File: config.mk
export PLATFORM = sky130hd
export DESIGN_NAME = l1_ldst_queue
export DESIGN_NICKNAME = d
export VERILOG_FILES = /design/src/rtl/lsq_pkg.sv /design/src/rtl/lsq_entry_file.sv /design/src/rtl/l1_ldst_queue.sv
export SDC_FILE = /design/constraint.sdc
export NUM_CORES = 1
export LEC_CHECK = 0
export CAP_MARGIN = 20
export CORE_MARGIN = 2
export CORE_UTILIZATION = 65
export CTS_CLUSTER_SIZE = 28
export DETAILED_ROUTE_END_ITERATION = 6
export PLACE_DENSITY = 0.88
export SYNTH_ARGS = -nofsm -noshare
export SYNTH_HDL_FRONTEND = slang
export SYNTH_HIERARCHICAL = 1
export SYNTH_SLANG_ARGS = --single-unit
File: constraint.sdc
create_clock -name clk -period 9.35 [get_ports clk]
set_input_delay 1.4025 -clock clk [delete_from_list [all_inputs] [get_ports clk]]
set_output_delay 1.4025 -clock clk [all_outputs]
set_load 0.005 [all_outputs]
File: src/rtl/lsq_pkg.sv
// Shared types for the L1 load/store queue: entry states, entry record and
// the default field widths used by the queue and its entry storage.
package lsq_pkg;

  localparam int LSQ_ADDR_WIDTH = 32;
  localparam int LSQ_DATA_WIDTH = 32;
  localparam int LSQ_TAG_WIDTH  = 5;

  typedef enum logic [1:0] {
    FREE   = 2'd0,
    PEND   = 2'd1,
    ISSUED = 2'd2,
    DONE   = 2'd3
  } lsq_state_e;

  typedef struct packed {
    lsq_state_e                state;
    logic                      rw;
    logic [LSQ_ADDR_WIDTH-1:0] addr;
    logic [LSQ_DATA_WIDTH-1:0] data;
    logic [LSQ_TAG_WIDTH-1:0]  tag;
  } lsq_entry_t;

  // Build a freshly allocated entry, waiting to be issued to the L1.
  function automatic lsq_entry_t lsq_make_entry(
    input logic                      rw,
    input logic [LSQ_ADDR_WIDTH-1:0] addr,
    input logic [LSQ_DATA_WIDTH-1:0] data,
    input logic [LSQ_TAG_WIDTH-1:0]  tag
  );
    lsq_entry_t e;
    e.state = PEND;
    e.rw    = rw;
    e.addr  = addr;
    e.data  = data;
    e.tag   = tag;
    return e;
  endfunction

endpackage

File: src/rtl/lsq_entry_file.sv
// Entry storage for the load/store queue. One write port for allocation, one
// for L1 load responses (only accepted by an ISSUED entry), state-only updates
// for issue and retire, and two asynchronous read ports (issue and head).
module lsq_entry_file
  import lsq_pkg::*;
#(
  parameter int DEPTH = 8,
  parameter int IDX_W = $clog2(DEPTH)
) (
  input  logic                      clk,
  input  logic                      reset,
  input  logic                      alloc_en,
  input  logic [IDX_W-1:0]          alloc_idx,
  input  lsq_entry_t                alloc_entry,
  input  logic                      rsp_en,
  input  logic [IDX_W-1:0]          rsp_idx,
  input  logic [LSQ_DATA_WIDTH-1:0] rsp_data,
  output logic                      rsp_hit,
  input  logic [IDX_W-1:0]          issue_idx,
  input  logic                      issue_en,
  output lsq_entry_t                issue_entry,
  input  logic [IDX_W-1:0]          head_idx,
  input  logic                      retire_en,
  output lsq_entry_t                head_entry
);

  lsq_entry_t [DEPTH-1:0] entry_vec;

  // A response is only meaningful for an outstanding load; anything else is dropped.
  assign rsp_hit     = rsp_en && (entry_vec[rsp_idx].state == ISSUED);
  assign issue_entry = entry_vec[issue_idx];
  assign head_entry  = entry_vec[head_idx];

  genvar gi;
  generate
    for (gi = 0; gi < DEPTH; gi++) begin : g_entry
      lsq_entry_t entry_reg;
      lsq_entry_t entry_next;

      // Next value of this entry from the alloc, issue, response and retire ports.
      always_comb begin
        entry_next = entry_reg;
        if (alloc_en && (alloc_idx == IDX_W'(gi))) begin
          entry_next = alloc_entry;
        end
        if (issue_en && (issue_idx == IDX_W'(gi))) begin
          // Stores complete on L1 acceptance; loads wait for their data.
          entry_next.state = entry_reg.rw ? DONE : ISSUED;
        end
        if (rsp_hit && (rsp_idx == IDX_W'(gi))) begin
          entry_next.state = DONE;
          entry_next.data  = rsp_data;
        end
        if (retire_en && (head_idx == IDX_W'(gi))) begin
          entry_next.state = FREE;
        end
      end

      // Entry register; reset leaves every slot FREE with cleared fields.
      always_ff @(posedge clk or negedge reset) begin
        if (!reset) begin
          entry_reg <= '0;
        end else begin
          entry_reg <= entry_next;
        end
      end

      assign entry_vec[gi] = entry_reg;
    end
  endgenerate

endmodule

File: src/rtl/l1_ldst_queue.sv
// Core-side load/store queue in front of the L1 data cache. Ops are issued
// in program order (queue index = L1 id), load data returns out of order and
// results retire to the core in program order.
// Optional build macro LSQ_STATS_EN adds saturating issue/stall counters.
module l1_ldst_queue
  import lsq_pkg::*;
#(
  parameter int ADDR_WIDTH    = LSQ_ADDR_WIDTH,
  parameter int DATA_WIDTH    = LSQ_DATA_WIDTH,
  parameter int DEPTH         = 8,
  parameter int L1_ID_BITS    = 4,
  parameter int CORE_TAG_BITS = LSQ_TAG_WIDTH
) (
  input  logic                     clk,
  input  logic                     reset,
  input  logic                     req_valid,
  output logic                     req_ready,
  input  logic                     req_rw,
  input  logic [ADDR_WIDTH-1:0]    req_addr,
  input  logic [DATA_WIDTH-1:0]    req_data,
  input  logic [CORE_TAG_BITS-1:0] req_tag,
  output logic                     resp_valid,
  input  logic                     resp_ready,
  output logic                     resp_rw,
  output logic [DATA_WIDTH-1:0]    resp_data,
  output logic [CORE_TAG_BITS-1:0] resp_tag,
  output logic                     l1_valid_o,
  output logic                     l1_rw_o,
  output logic [ADDR_WIDTH-1:0]    l1_addr_o,
  output logic [DATA_WIDTH-1:0]    l1_data_o,
  output logic [L1_ID_BITS-1:0]    l1_id_o,
  input  logic                     l1_stall_i,
  input  logic                     l1_ready_i,
  input  logic [L1_ID_BITS-1:0]    l1_id_i,
  input  logic [DATA_WIDTH-1:0]    l1_data_i,
  output logic                     err_o
`ifdef LSQ_STATS_EN
  ,
  output logic [31:0]              stat_ld_o,
  output logic [31:0]              stat_st_o,
  output logic [31:0]              stat_stall_o
`endif
);

  localparam int IDX_W = $clog2(DEPTH);
  localparam logic [IDX_W:0] FULL_COUNT = (IDX_W+1)'(DEPTH);

  logic [IDX_W-1:0] alloc_ptr_reg, alloc_ptr_next;
  logic [IDX_W-1:0] issue_ptr_reg, issue_ptr_next;
  logic [IDX_W-1:0] head_ptr_reg,  head_ptr_next;
  logic [IDX_W:0]   count_reg,     count_next;
  logic             err_reg;

  lsq_entry_t alloc_entry;
  lsq_entry_t issue_entry;
  lsq_entry_t head_entry;
  logic       rsp_hit;
  logic       alloc_fire;
  logic       issue_fire;
  logic       retire_fire;
  logic       fields_unused;

  // Full check uses registered count only: a same-cycle retire never frees a slot early.
  assign req_ready   = (count_reg != FULL_COUNT);
  assign alloc_fire  = req_valid && req_ready;
  assign alloc_entry = lsq_make_entry(req_rw, req_addr, req_data, req_tag);

  assign l1_valid_o  = (issue_entry.state == PEND);
  assign issue_fire  = l1_valid_o && !l1_stall_i;
  assign l1_rw_o     = l1_valid_o ? issue_entry.rw   : 1'b0;
  assign l1_addr_o   = l1_valid_o ? issue_entry.addr : '0;
  assign l1_data_o   = l1_valid_o ? issue_entry.data : '0;
  assign l1_id_o     = l1_valid_o ? L1_ID_BITS'(issue_ptr_reg) : '0;

  assign resp_valid  = (head_entry.state == DONE);
  assign retire_fire = resp_valid && resp_ready;
  assign resp_rw     = resp_valid ? head_entry.rw  : 1'b0;
  assign resp_tag    = resp_valid ? head_entry.tag : '0;
  assign resp_data   = (resp_valid && !head_entry.rw) ? head_entry.data : '0;

  assign err_o       = err_reg;

  // Upper id bits beyond the entry index and unused entry fields are intentionally ignored.
  assign fields_unused = ^{l1_id_i, head_entry.addr, issue_entry.tag};

  lsq_entry_file #(
    .DEPTH (DEPTH),
    .IDX_W (IDX_W)
  ) u_entry_file (
    .clk         (clk),
    .reset       (reset),
    .alloc_en    (alloc_fire),
    .alloc_idx   (alloc_ptr_reg),
    .alloc_entry (alloc_entry),
    .rsp_en      (l1_ready_i),
    .rsp_idx     (l1_id_i[IDX_W-1:0]),
    .rsp_data    (l1_data_i),
    .rsp_hit     (rsp_hit),
    .issue_idx   (issue_ptr_reg),
    .issue_en    (issue_fire),
    .issue_entry (issue_entry),
    .head_idx    (head_ptr_reg),
    .retire_en   (retire_fire),
    .head_entry  (head_entry)
  );

  // Pointer and occupancy update; all pointers wrap modulo DEPTH.
  always_comb begin
    alloc_ptr_next = alloc_ptr_reg;
    issue_ptr_next = issue_ptr_reg;
    head_ptr_next  = head_ptr_reg;
    count_next     = count_reg;
    if (alloc_fire)  alloc_ptr_next = alloc_ptr_reg + IDX_W'(1);
    if (issue_fire)  issue_ptr_next = issue_ptr_reg + IDX_W'(1);
    if (retire_fire) head_ptr_next  = head_ptr_reg + IDX_W'(1);
    case ({alloc_fire, retire_fire})
      2'b10:   count_next = count_reg + (IDX_W+1)'(1);
      2'b01:   count_next = count_reg - (IDX_W+1)'(1);
      default: count_next = count_reg;
    endcase
  end

  // Pointer/count registers and the sticky error flag for unexpected L1 responses.
  always_ff @(posedge clk or negedge reset) begin
    if (!reset) begin
      alloc_ptr_reg <= '0;
      issue_ptr_reg <= '0;
      head_ptr_reg  <= '0;
      count_reg     <= '0;
      err_reg       <= 1'b0;
    end else begin
      alloc_ptr_reg <= alloc_ptr_next;
      issue_ptr_reg <= issue_ptr_next;
      head_ptr_reg  <= head_ptr_next;
      count_reg     <= count_next;
      if (l1_ready_i && !rsp_hit) err_reg <= 1'b1;
    end
  end

`ifdef LSQ_STATS_EN
  logic [31:0] stat_ld_reg, stat_st_reg, stat_stall_reg;

  // Saturating counters: loads/stores accepted by the L1 and stalled issue cycles.
  always_ff @(posedge clk or negedge reset) begin
    if (!reset) begin
      stat_ld_reg    <= '0;
      stat_st_reg    <= '0;
      stat_stall_reg <= '0;
    end else begin
      if (issue_fire && !issue_entry.rw && (stat_ld_reg != '1)) stat_ld_reg <= stat_ld_reg + 32'd1;
      if (issue_fire && issue_entry.rw && (stat_st_reg != '1))  stat_st_reg <= stat_st_reg + 32'd1;
      if (l1_valid_o && l1_stall_i && (stat_stall_reg != '1))   stat_stall_reg <= stat_stall_reg + 32'd1;
    end
  end

  assign stat_ld_o    = stat_ld_reg;
  assign stat_st_o    = stat_st_reg;
  assign stat_stall_o = stat_stall_reg;
`endif

endmodule

==> results of run 1 <==
## metal layers
metal / GRT usage [%] / wire length [µm] / share of wire (%) / up-vias
met4: 16.8 / 3310 / 3.9 / 8
met5: 0 / 44 / 0.051 / -
met3: 6.60 / 7730 / 9.0 / 270
met1: 44.0 / 32000 / 37 / 11300
li1: - / - / - / 9261
met2: 54.9 / 42500 / 50 / 1211
## layout by cell type (no fill, tap or decap), types with 7 or more instances in the layout
cell	count
a21oi_1	170
and2_1	102
and3_1	7
buf_4	35
bufinv_16	9
clkbuf_16	59
clkbuf_8	18
clkdlybuf4s50_1	219
clkinv_2	12
conb_1	10
dfrtp_1	584
diode_2	11
inv_1	8
mux2_2	416
mux2i_1	274
mux4_2	217
nand2_1	105
nand4b_1	7
nor2_1	169
nor2b_1	10
o21ai_0	92
## critical path, delay by kind of cell, from the launching register on
family / cells / cell delay [ns]
buf+inv: 3 / 1.47
flops: 1 / 0.80
mux: 2 / 0.97
simple gates: 3 / 0.58
## where the power goes
part / total [W] / internal (W) / switching (W)
registers: 0.00495 / 0.00387 / 0.00108
clock network: 0.00259 / 0.00155 / 0.00104
logic: 0.00664 / 0.00391 / 0.00272
total: 0.0142 / 0.00933 / 0.00485
## layout make-up
cell class                 count  area, µm²  share of cell area (%)
multi-input combinational   1651      16100                    44.2
sequential                   590      14800                    40.5
timing repair buffer         258       2530                    6.94
clock buffer                  82       1740                    4.78
tap                          664        831                    2.28
clock inverter                27        405                    1.11
inverter                       8       30.0                  0.0823
antenna                       11       27.5                  0.0755
## stage by stage
step / total power, W / std cells / setup slack, ns / hold slack (ns) / utilization, %
finish: 0.0142 / 3291 / 3.44 / 0.500 / 74.5
detailed placement: 0.0114 / 3171 / 4.11 / 0.489 / 70.1
global route: 0.0148 / 3286 / 3.24 / 0.509 / 74.5
floorplan: 0.00935 / 2523 / 5.54 / 0.443 / -
global placement: 0.0110 / 3171 / 4.17 / 0.481 / 70.1
CTS: 0.0141 / 3280 / 3.41 / 0.502 / 74.4
## worst paths after layout
path | slack, ns | depth (start not counted) | endpoint | startpoint
hold / removal | 0.50 | 1 | u_entry_file/entry_vec[189] | u_entry_file/entry_vec[189]
max in group asynchronous | 6.25 | 3 | head_ptr_reg[0] | reset
min in group asynchronous | 0.80 | 1 | u_entry_file/entry_vec[419] | reset
setup reg to reg | 4.83 | 9 | count_reg[3] | head_ptr_reg[0]
setup / recovery | 3.44 | 8 | resp_data[20] | head_ptr_reg[0]
hold reg to reg | 0.50 | 1 | u_entry_file/entry_vec[189] | u_entry_file/entry_vec[189]
==> metrics, run 1 <==
Die Y 227 µm; post_cts resized 0; clk slew on worst S/H paths 0.06 ns; outcome complete, no violations; GRT Residual Overflow 0; Final setup viols 0; Critical-path top delay cell dfrtp_4; die area 51400 µm²; Ports 223; Rows 81; GPL Wtd Cong 0.819; Area Overhead vs Synth 13.2%; Detailed Route WL 85.6 mm; CTS Root Cell clkbuf_16; core footprint 49000 µm²; global-route usage over all layers 33.8%; ratio of cells with drive above 1 in the final layout 30.3%; initial antenna violation count 11; Die Span X 227 µm; CP peak stage delay 0.80 ns; max reg flops 576; final instance area 36500 µm²; FILL cells 2876; Slew @ Worst Pin 1.12 ns; CP cell instances buf_4, mux4_2, mux2_2, and2_1, and2b_1, buf_4, and2_1, clkdlybuf4s50_1; port bufs 220; nets 2687; crit-path max FO 34; via-per-instance ratio 6.71; Cell Pwr Density 389 nW/µm²; hold crit path type reg -> reg; H-tree levels 2; first-pass GRT wire length 132 mm; fin crit period 5.91 ns; Synth Warn # 6; Crit Path Class reg -> out; Worst slew margin 25.4%; Avg WL per Cell 26.0 µm; Syn Area/Cell 12.8 µm²; VDD IR-drop max 339 µV; buffers from clock root to sink, at most 3; drt initial violations 2325; WP data arrival 4.51 ns; area post-placement 34300 µm²; Starting Density 65.8%; final setup skew 0.0168 ns; vias in the first global route 23500; hold_buf cts 0; setup TNS 0 ns; DP HPWL 48.3 mm; CTS tree built; MaxCap Viol Count 0; Remaining DRCs 0; CTS Sinks 590; postcts setup bufs 0; Final Slew Violations 0; area of the mapped netlist 32200 µm²; Final Hold Fails 0; crit share post-route 63.2%; Max Clk Rate 0.169 GHz; startpoint type of the worst setup path register; critical path capture point type output port; Gate Count Post-Synth 2515; clk_lat worst skew 0.64 ns; DRT Pass-1 Iters 6; Final ANT Viol Nets 0; Critical Path RT 7.95 ns; total clock buffers created by CTS 59; RSZ-0062 raised after global routing false; Leak 15.3 nW; largest net degree at the start of global routing 196; routed via count 22100
No activity file was read; power rests on OpenSTA's default activity.
==> run 2, diff against run 1 <==
--- a/config.mk
+++ b/config.mk
@@ -7,10 +7,10 @@
 export LEC_CHECK = 0
 export CAP_MARGIN = 20
 export CORE_MARGIN = 2
-export CORE_UTILIZATION = 65
+export CORE_UTILIZATION = 60
 export CTS_CLUSTER_SIZE = 28
 export DETAILED_ROUTE_END_ITERATION = 6
-export PLACE_DENSITY = 0.88
+export PLACE_DENSITY = 0.83
 export SYNTH_ARGS = -nofsm -noshare
 export SYNTH_HDL_FRONTEND = slang
 export SYNTH_HIERARCHICAL = 1
==> constraint.sdc (replaced) <==
create_clock -name clk -period 5.5 [get_ports clk]
set_input_delay 0.825 -clock clk [delete_from_list [all_inputs] [get_ports clk]]
set_output_delay 0.825 -clock clk [all_outputs]
set_load 0.005 [all_outputs]
==> run 2 against run 1 <==
Effect of this change: sequential cell count unchanged; via count down 3.0%; register-to-register slack worse by 2.8 ns.
==> metrics, run 2 (same netlist as run 1, synthesis figures left out) <==
outcome complete, no violations; setup TNS 0 ns (unchanged); Slew @ Worst Pin 1.17 ns (+0.0523 ns); die area 55600 µm² (+8.2%); total clock buffers created by CTS 61 (+3.4%); worst hold slack 0.239 ns (-0.261 ns); post_cts resized 0 (unchanged); clk_lat worst skew 0.64 ns (about the same); postcts setup bufs 0 (unchanged); Final ANT Viol Nets 0 (unchanged); max reg flops 576 (unchanged); WP data arrival 4.00 ns (-0.51 ns); VDD IR-drop max 351 µV (+3.4%); GRT Residual Overflow 0 (unchanged); Rows 84 (+3.7%); Die Span X 236 µm (+4.0%); fin crit period 4.82 ns; CTS Root Cell clkbuf_16; Cell Pwr Density 653 nW/µm² (+68%); FILL cells 3560 (+24%); CTS Sinks 590 (unchanged); H-tree levels 2 (unchanged); crit-path max FO 33 (-2.9%); Final Hold Fails 0 (unchanged); nets 2695 (+0.30%); Ports 223 (unchanged); RSZ-0062 raised after global routing false; core footprint 52900 µm² (+8.0%); Leak 15.4 nW (+0.37%); first-pass GRT wire length 132 mm (about the same); hold_buf cts 0 (unchanged); ratio of cells with drive above 1 in the final layout 30.4% (+0.11 points); CTS tree built; Max Clk Rate 0.207 GHz; Crit Path Class reg -> out; critical path capture point type output port; drt initial violations 1753 (-25%); Starting Density 61.0% (-4.9 points); largest net degree at the start of global routing 151 (-23%); Avg WL per Cell 25.3 µm (-2.9%); most frequent cells in the layout dfrtp_1, mux2_2, mux2i_1; port bufs 220 (unchanged); MaxCap Viol Count 0 (unchanged); Final setup viols 0 (unchanged); GPL Wtd Cong 0.821 (+0.26%); Detailed Route WL 83.9 mm (-2.0%); hold crit path type in -> async; Worst slew margin 21.9% (-3.5 points); Area Overhead vs Synth 13.6%; DP HPWL 49.0 mm (+1.4%); Die Y 236 µm (+4.0%); via-per-instance ratio 6.45 (-3.9%); buffers from clock root to sink, at most 3 (unchanged); post-layout util 69.2% (-5.3 points); Design Power 0.0239 W (+69%); vias in the first global route 23100 (-1.7%); final setup skew 0.0362 ns (+0.0194 ns); global-route usage over all layers 30.7% (-3.2 points); routed via count 21400 (-3.0%); clk slew on worst S/H paths 0.06 ns (about the same); Critical Path RT 4.68 ns (-3.27 ns); Remaining DRCs 0 (unchanged); Final Slew Violations 0 (unchanged); DRT Pass-1 Iters 6 (unchanged); initial antenna violation count 11 (unchanged); most common cell after layout, fill and taps aside dfrtp_1; startpoint type of the worst setup path register; crit share post-route 87.7%
-- run 2: cell count changes in the layout (fill, tap and decap cells not counted) --
cell / delta
clkinv_2: +4
clkinvlp_4: -1
diode_2: -3
buf_4: -1
clkbuf_16: +3
buf_12: +7
clkbuf_8: -2
bufinv_16: -2
clkbuf_1: +4
inv_16: -1
clkinv_8: -1
-- run 2: final timing paths --
| check | from | to | slack, ns | cells after the start |
|---|---|---|---|---|
| min in group clk | u_entry_file/entry_vec[469] | u_entry_file/entry_vec[469] | 0.50 | 1 |
| max in group asynchronous | reset | u_entry_file/entry_vec[306] | 3.76 | 2 |
| worst max-delay path | issue_ptr_reg[0] | l1_addr_o[2] | 0.68 | 6 |
| worst min-delay path | reset | u_entry_file/entry_vec[60] | 0.24 | 1 |
| worst min register to register | u_entry_file/entry_vec[469] | u_entry_file/entry_vec[469] | 0.50 | 1 |
| worst max register to register | head_ptr_reg[0] | count_reg[3] | 2.07 | 8 |
-- run 2: through the flow --
| stage | cell area, µm² | setup slack, ns | instances |
|---|---|---|---|
| final | 36600 | 0.677 | 3322 |
| after global placement | 34500 | 1.40 | 3201 |
| after floorplan | 32300 | 2.15 | 2523 |
| after global routing | 36600 | 0.554 | 3321 |
| after CTS | 36600 | 0.626 | 3314 |
| after detailed placement | 34500 | 1.30 | 3201 |
-- run 2: routing by layer --
| metal | vias up | global-route usage, % | part of all wire, % |
|---|---|---|---|
| met4 | 8 | 13.2 | 3.5 |
| met2 | 881 | 52.4 | 51 |
| met1 | 11100 | 39.2 | 39 |
| li1 | 9268 | - | - |
| met5 | - | 0 | 0.068 |
| met3 | 203 | 4.60 | 6.6 |
-- run 2: critical path, stage by stage, from the launching register on --
cell             delay (ns)
dfrtp_4                0.69
mux4_2                 0.56
mux2_2                 0.30
and2b_2                0.70
buf_4                  0.38
and2_1                 0.18
clkdlybuf4s50_1        0.51
-- run 2: layout make-up --
class | count | area (µm²) | share of cell area, %
multi-input cells | 1651 | 16100 | 44.0
well taps | 688 | 861 | 2.35
diodes | 8 | 20.0 | 0.0547
clock buffers | 87 | 1810 | 4.93
inverters | 8 | 30.0 | 0.0820
repair buffers | 264 | 2660 | 7.27
clock inverters | 26 | 322 | 0.879
flip-flops and latches | 590 | 14800 | 40.4
-- run 2: report_power, final --
group	switching [W]	internal [W]
sequential	0.00167	0.00658
combinational	0.00461	0.00669
clock	0.00175	0.00260
